--- config.mk ---
export PLATFORM = sky130hd
export DESIGN_NAME = siso_xfer_ctrl_flat
export DESIGN_NICKNAME = d
export VERILOG_FILES = /design/src/rtl/siso_xfer_ctrl_pkg.sv /design/src/rtl/siso_xfer_ctrl_if.sv /design/src/rtl/siso_xfer_ctrl.sv /design/src/flat_wrapper.sv
export SDC_FILE = /design/constraint.sdc
export NUM_CORES = 1
export LEC_CHECK = 0
export CAP_MARGIN = 30
export CORE_MARGIN = 5
export CORE_UTILIZATION = 51
export CTS_CLUSTER_SIZE = 16
export DETAILED_ROUTE_END_ITERATION = 8
export PLACE_DENSITY = 0.77
export SLEW_MARGIN = 20
export SYNTH_ARGS = -nofsm -noshare
export SYNTH_HDL_FRONTEND = slang
export SYNTH_SLANG_ARGS = --single-unit
export TNS_END_PERCENT = 20
--- constraint.sdc ---
create_clock -name clk -period 1.7 [get_ports clk]
set_input_delay 0.425 -clock clk [delete_from_list [all_inputs] [get_ports clk]]
set_output_delay 0.425 -clock clk [all_outputs]
set_load 0.005 [all_outputs]
--- src/rtl/siso_xfer_ctrl_pkg.sv ---
// Shared types and sizing helpers for the SISO transfer controller.
// Holds the FSM state encoding and the counter width function.
package siso_ctrl_pkg;

   typedef enum logic [1:0] {
      IDLE  = 2'd0,
      CLEAR = 2'd1,
      SHIFT = 2'd2,
      DONE  = 2'd3
   } state_e;

   // The counter must reach width+depth-1; the result is never narrower than one bit.
   function automatic int cnt_w(input int width, input int depth);
      return (width + depth > 1) ? $clog2(width + depth) : 1;
   endfunction

endpackage

--- src/rtl/siso_xfer_ctrl_if.sv ---
// Parallel handshake and chain-side signals of the SISO transfer controller.
// The master is the parallel requester, the slave is the controller, and the chain is the SISO datapath.
interface siso_xfer_ctrl_if #(
   parameter int WIDTH = 4
);
   logic             start;
   logic [WIDTH-1:0] din;
   logic             busy;
   logic             done;
   logic [WIDTH-1:0] dout;
   logic             match;
   logic             siso_rst;
   logic             siso_si;
   logic             siso_so;

   modport master (
      output start, din,
      input  busy, done, dout, match
   );

   modport slave (
      input  start, din, siso_so,
      output busy, done, dout, match, siso_rst, siso_si
   );

   modport chain (
      input  siso_rst, siso_si,
      output siso_so
   );
endinterface

--- src/rtl/siso_xfer_ctrl.sv ---
// SISO transfer controller: clears an external shift chain, then shifts a word through it MSB-first
// and reassembles the returning bits into dout, flagging whether the word came back intact.
module siso_xfer_ctrl
   import siso_ctrl_pkg::*;
#(
   parameter int WIDTH = 4,
   parameter int DEPTH = 4
) (
   input  logic             clk,
   input  logic             rst,
   siso_xfer_ctrl_if.slave  bus
);
   localparam int CW = cnt_w(WIDTH, DEPTH);
   localparam logic [CW-1:0] CNT_LAST   = CW'(WIDTH + DEPTH - 1);
   localparam logic [CW-1:0] CNT_RX_BEG = CW'(DEPTH);
   localparam logic [CW-1:0] CNT_TX_END = CW'(WIDTH);

   state_e           state_reg, state_next;
   logic [CW-1:0]    cnt_reg;
   logic [WIDTH-1:0] tx_word_reg;
   logic [WIDTH-1:0] tx_sr_reg;
   logic [WIDTH-1:0] rx_reg;
   logic [WIDTH-1:0] dout_reg;
   logic             match_reg;
   logic             siso_rst_reg;
   logic             accept;
   logic             rx_en;
   logic [WIDTH-1:0] rx_next;

   assign accept  = bus.start && ((state_reg == IDLE) || (state_reg == DONE));
   assign rx_en   = (state_reg == SHIFT) && (cnt_reg >= CNT_RX_BEG);
   assign rx_next = {rx_reg[WIDTH-2:0], bus.siso_so};

   always_comb begin
      state_next = state_reg;
      case (state_reg)
         IDLE:    if (accept) state_next = CLEAR;
         CLEAR:   state_next = SHIFT;
         SHIFT:   if (cnt_reg == CNT_LAST) state_next = DONE;
         DONE:    state_next = accept ? CLEAR : IDLE;
         default: state_next = IDLE;
      endcase
   end

   always_ff @(posedge clk) begin
      if (!rst) begin
         state_reg    <= IDLE;
         cnt_reg      <= '0;
         tx_word_reg  <= '0;
         tx_sr_reg    <= '0;
         rx_reg       <= '0;
         dout_reg     <= '0;
         match_reg    <= 1'b0;
         siso_rst_reg <= 1'b1;
      end else begin
         state_reg    <= state_next;
         // Registered so the chain clear lines up exactly with the CLEAR cycle.
         siso_rst_reg <= (state_next == CLEAR);
         cnt_reg      <= ((state_reg == SHIFT) && (cnt_reg != CNT_LAST)) ? cnt_reg + 1'b1 : '0;

         if (accept) begin
            tx_word_reg <= bus.din;
            tx_sr_reg   <= bus.din;
            rx_reg      <= '0;
         end else if (state_reg == SHIFT) begin
            tx_sr_reg <= tx_sr_reg << 1;
            if (rx_en) rx_reg <= rx_next;
         end

         // The final sample arrives on the same edge that enters DONE.
         if ((state_reg == SHIFT) && (cnt_reg == CNT_LAST)) begin
            dout_reg  <= rx_next;
            match_reg <= (rx_next == tx_word_reg);
         end
      end
   end

   assign bus.busy     = (state_reg == CLEAR) || (state_reg == SHIFT);
   assign bus.done     = (state_reg == DONE);
   assign bus.dout     = dout_reg;
   assign bus.match    = match_reg;
   assign bus.siso_rst = siso_rst_reg;
   assign bus.siso_si  = ((state_reg == SHIFT) && (cnt_reg < CNT_TX_END)) ? tx_sr_reg[WIDTH-1] : 1'b0;
endmodule

--- src/flat_wrapper.sv ---
// flat-port wrapper written by rule: the top's interface ports become plain ports
module siso_xfer_ctrl_flat import siso_ctrl_pkg::*;
#(
   parameter int WIDTH = 4,
   parameter int DEPTH = 4
)
  (clk, rst, bus_start, bus_din, bus_siso_so, bus_busy, bus_done, bus_dout, bus_match, bus_siso_rst, bus_siso_si);
  siso_xfer_ctrl_if #(.WIDTH(WIDTH)) bus_i ();
  input  logic clk;
  input  logic rst;
  input wire logic [$bits(bus_i.start)-1:0] bus_start;
  input wire logic [$bits(bus_i.din)-1:0] bus_din;
  input wire logic [$bits(bus_i.siso_so)-1:0] bus_siso_so;
  output wire logic [$bits(bus_i.busy)-1:0] bus_busy;
  output wire logic [$bits(bus_i.done)-1:0] bus_done;
  output wire logic [$bits(bus_i.dout)-1:0] bus_dout;
  output wire logic [$bits(bus_i.match)-1:0] bus_match;
  output wire logic [$bits(bus_i.siso_rst)-1:0] bus_siso_rst;
  output wire logic [$bits(bus_i.siso_si)-1:0] bus_siso_si;
  assign bus_i.start = bus_start;
  assign bus_i.din = bus_din;
  assign bus_i.siso_so = bus_siso_so;
  assign bus_busy = bus_i.busy;
  assign bus_done = bus_i.done;
  assign bus_dout = bus_i.dout;
  assign bus_match = bus_i.match;
  assign bus_siso_rst = bus_i.siso_rst;
  assign bus_siso_si = bus_i.siso_si;
  siso_xfer_ctrl #(.WIDTH(WIDTH), .DEPTH(DEPTH)) u_core (.clk(clk), .rst(rst), .bus(bus_i));
endmodule
Word level (Yosys, flattened, before mapping)
Index checks and enable logic that the tools add are counted.
{"block": "word_totals", "regBits": 22, "word_cells": 38}
{"block": "op_classes", "add_sub_neg": 1, "magnitude_cmp": 2, "eq_ne": 7, "n_mux": 7, "n_bitwise": 1, "reduce_logical": 12}
{"op": "$mux W4", "count": 2}
{"op": "$pmux W2 S4", "count": 1}
{"op": "$logic_and A1 B1 Y1", "count": 5}
{"op": "$eq A2 B1 Y1 const B", "count": 2}
{"op": "$eq A2 B2 Y1 const B", "count": 2}
{"op": "$eq A4 B4 Y1", "count": 1}
{"op": "$mux W2", "count": 2}
{"op": "$reduce_and A2 Y1", "count": 2}
{"op": "$add A3 B1 Y3 const B", "count": 1}
{"op": "$eq A3 B3 Y1 const B", "count": 1}
{"op": "$ge A3 B3 Y1 const B", "count": 1}
{"op": "$lt A3 B3 Y1 const B", "count": 1}
{"op": "$ne A3 B3 Y1 const B", "count": 1}
{"op": "$logic_not A2 Y1", "count": 1}
{"op": "$logic_or A1 B1 Y1", "count": 2}
{"op": "$mux W1", "count": 2}
{"op": "$reduce_bool A2 Y1", "count": 1}
{"op": "$reduce_or A2 Y1", "count": 1}
{"op": "$not A1 Y1", "count": 1}

Longest topological paths before layout
{"block": "logic_depth", "ltp_word": 6, "depth_mapped": 7, "mapped_depth_nobuf": 6}

Worst setup path before layout
No wires, ideal clock.
{"block": "synth_timing", "kind": "flip-flop to output port", "from": "reg u_core.state_reg[0]", "to": "out bus_siso_si", "arrival_time_ps": 956, "setup_slack_ps": 319, "stages_incl_launch_ff": 7, "n_path_buf": 2, "cell_sequence": "dfxtp_1 > inv_1 > ha_1 > buf_6 > buf_6 > nand2_1 > nor2_1"}
{"block": "synth_between", "elab_chain_cells": 3}
{"item": "from (decl)", "line_no": "siso_xfer_ctrl.sv:18", "source": "state_e state_reg, state_next;"}
{"item": "from (signal assigned)", "line_no": "siso_xfer_ctrl.sv:56", "source": "state_reg <= state_next;"}
{"item": "$eq A2 B2 Y1", "line_no": "siso_xfer_ctrl.sv:83", "source": "assign bus.siso_si = ((state_reg == SHIFT) && (cnt_reg < CNT_TX_END)) ? tx_sr_reg[WIDTH-1] : 1'b0;"}
{"item": "$logic_and A1 B1 Y1", "line_no": "siso_xfer_ctrl.sv:83"}
{"item": "$mux W1", "line_no": "siso_xfer_ctrl.sv:83"}
{"item": "to (decl)", "line_no": "flat_wrapper.sv:19", "source": "output wire logic [$bits(bus_i.siso_si)-1:0] bus_siso_si;"}
Every way passes these cells.

Worst setup path in the final report
{"block": "layout_timing", "from": "reg u_core.state_reg[1]", "to": "out bus_busy"}
{"block": "layout_between", "elab_chain_cells": 2, "elab_cells_between_ends": 3, "classes_between": "2 x eq/ne; 1 x reduce/logical"}
{"item": "$eq A2 B1 Y1 / $eq A2 B2 Y1 (equally long branches)", "line_no": "siso_xfer_ctrl.sv:78", "source": "assign bus.busy = (state_reg == CLEAR) || (state_reg == SHIFT);"}
{"item": "$logic_or A1 B1 Y1 (*)", "line_no": "siso_xfer_ctrl.sv:78"}
{"item": "to (decl)", "line_no": "flat_wrapper.sv:14", "source": "output wire logic [$bits(bus_i.busy)-1:0] bus_busy;"}
Every way passes the cells marked *; elsewhere a longest branch is shown, timed or not.

==> out/results.ini <==
[setup_path]
crit_path_top_delay_cell = dfxtp_2
start_kind = flip-flop
crit_path_end_kind = output pin
critPathArrivalTime_ps = 1210
crit_required_ps = 1270
cpPeakStageDelay_ps = 360
worstPathMaxFanout = 3
critical_path.cell_chain = inv_1, ha_4, dlygate4sd2_1
path_class = flip-flop to output pin

[timing]
fin_crit_sh = 0.9614
hold_slack_ps = 437.6
max_freq_mhz = 611.9
maxSlewHeadroom = 0.7831
setup_ws_ps = 65.62
skew_ps = 7.787
slew_viol_final = 0
rsz0062_at_grt = no
hold_violations = 0
fin_tns_setup_ps = 0
period_needed_ps = 1634
setup_viol = 0
tightest_slew_ps = 325.4

[pwr]
peakVddDrop_mv = 1.187
leakagePower_nw = 0.4861
power.internal_mw = 1.197
power_switching_share = 0.3050
pwr-share-seq = 0.380
powerDensity_nw_per_um2 = 1363
power_mw = 1.723
p_sw_uw = 525.5
p_clk_frac = 0.228
combPwrFrac = 0.392

[logic_synthesis]
synth.most_common_cell = nand2_1
ys_ff_latch = 22
synth_area_leaders = dfxtp_1 43%, nand2_1 8.5%, ha_1 6.2%
synth_cell_types = 26
ys_top_cells_by_count = 23 x nand2_1, 22 x dfxtp_1, 9 x nand3_1
synth_edf_count = 0
yosysTopAreaCellShare = 0.4340
yosysWarnings = 0
yosysSeqAreaShare = 0.4340
synth_fp_nets = 120
syn_area_um2 = 1015
ys.flop_type = dfxtp_1
synthArstFlopShare = 0
synthesis.instances = 107
synth.avg_cell_area_um2 = 9.483
yosysTopAreaCell = dfxtp_1

[clock_network]
clkTransAtPathRegs_ps = 120
cts_tree = built
cts-htree-levels = 1
cts_hold_buffers = 0
cts_root_buf = clkbuf_4
clock_latency_ps = 300
clockBufferDepth = 2
cts_sinks = 22
cts_buffers = 3

[grt]
antenna_found_initial = 0
grt_overflow = 0
first_global_vias = 783
grt_first_pass_wirelength_mm = 3.111
grt_usage = 0.1441
met1_usage = 0.1536
globalRouteMet3Util = 0.02997
grt_max_degree = 17
grtUsageMet2 = 0.2618
busiest_layer = met2

[drt]
viasPerCell = 5.013
finalWirelength_mm = 1.826
drtAntennaViolNets = 0
post_drt_wl_per_cell_um = 11.86
drc = 0
dr.pass1.iters = 2
drt_iter0_markers = 2
vias = 772

[cells_and_area]
fin_util = 0.6576
layout-drive-gt1-share = 0.2047
final_nets = 141
antenna_cells = 0
nFillCells = 168
area_growth_syn_to_layout_pct = 24.54

[placed_design]
dp_slack_ps = 64.93
dp_hpwl_mm = 1.393
globalplace.congestion = 0.8081
io_buffer_count = 16

[min_path]
min_path_type = flip-flop to flip-flop

[die]
dieArea_um2 = 2982
start_util = 0.5280
io_pins = 17
num_rows = 16
die_w_um = 54.61
die_h_um = 54.61
core_um2 = 1922

[run]
drv_cap = 0

[run_status]
status = finished clean

## layout make-up
class                   instances  area [um^2]  area share
multi-input cells              77        528.0      0.4178
flip-flops and latches         22        442.9      0.3505
repair buffers                 22        198.9      0.1574
well taps                      27        33.78     0.02673
clock inverters                 1        30.03     0.02376
clock buffers                   3        22.52     0.01782
inverters                       2        7.507    0.005941
## cells in the final DEF (no fill, tap or decap), types with 2 or more instances in the layout
| cell type | netlist | layout |
|---|---|---|
| and2_1 | 3 | 3 |
| a21boi_0 | 2 | 2 |
| a21boi_2 | 3 | 3 |
| mux2_4 | 3 | 3 |
| buf_4 | 2 | 6 |
| nor2_1 | 2 | 2 |
| xnor2_1 | 4 | 4 |
| a21boi_1 | 8 | 8 |
| clkdlybuf4s50_1 | 0 | 13 |
| dfxtp_1 | 22 | 20 |
| ha_1 | 5 | 3 |
| o21ai_0 | 3 | 3 |
| clkbuf_4 | 0 | 3 |
| dfxtp_2 | 0 | 2 |
| nand3_1 | 9 | 9 |
| nand2_1 | 23 | 23 |
| a21oi_1 | 3 | 3 |
## per-layer routing
layer	up-vias	wire length (um)	share of wire
li1	400	-	-
met1	355	804	0.44
met2	15	914	0.50
met3	2	88	0.048
met4	0	19	0.010
met5	-	0	0
## kinds of logic (layout without fill, tap and decap cells)
logic type,after synthesis,in the layout,share of synthesized area
flip-flops,22,22,0.4340
buffers and inverters,8,28,0.06041
multiplexers,3,3,0.04439
XOR/XNOR,4,4,0.03452
AND/OR/NAND/NOR,44,44,0.2084
adder cells (fa/ha/maj),5,5,0.06165
AO/OA/AOI/OAI,21,21,0.1566
## repair_timing
item                                    CTS  global route
cloned                                    0             0
setup buffers                             1             0
resized for setup                         8             4
endpoints found under the setup margin    3             2
## power groups by stage
| stage | clock [mW] | combinational, mW | sequential (mW) |
|---|---|---|---|
| after global placement | 0 | 0.612 | 0.654 |
| after floorplan | 0 | 0.460 | 0.654 |
| final | 0.392 | 0.676 | 0.654 |
| after CTS | 0.405 | 0.634 | 0.652 |
| after global routing | 0.420 | 0.742 | 0.664 |
| after detailed placement | 0 | 0.632 | 0.659 |
## worst max-delay path: cells and delay by family (launching register included)
kind	cells	cell delay, ps
fa+ha+maj	1	260
buf+inv	2	280
flops	1	360
## metrics by stage
stage	cell area [um^2]	cells
2_1_floorplan	1015	107
3_3_place_gp	1192	149
3_5_place_dp	1192	149
4_1_cts	1247	154
5_1_grt	1264	154
6_report	1264	154
## path summary, 6_finish.rpt
check	startpoint	endpoint	slack (ps)	cells after the start
worst max register to register	u_core.state_reg[1]$_SDFF_PN0_	u_core.rx_reg[1]$_SDFFE_PP0P_	270	6
worst min-delay path	u_core.cnt_reg[0]$_SDFF_PN0_	u_core.cnt_reg[0]$_SDFF_PN0_	440	1
worst max-delay path	u_core.state_reg[1]$_SDFF_PN0_	bus_busy	70	3
worst min register to register	u_core.cnt_reg[0]$_SDFF_PN0_	u_core.cnt_reg[0]$_SDFF_PN0_	440	1
No activity file was read; power rests on OpenSTA's default activity.
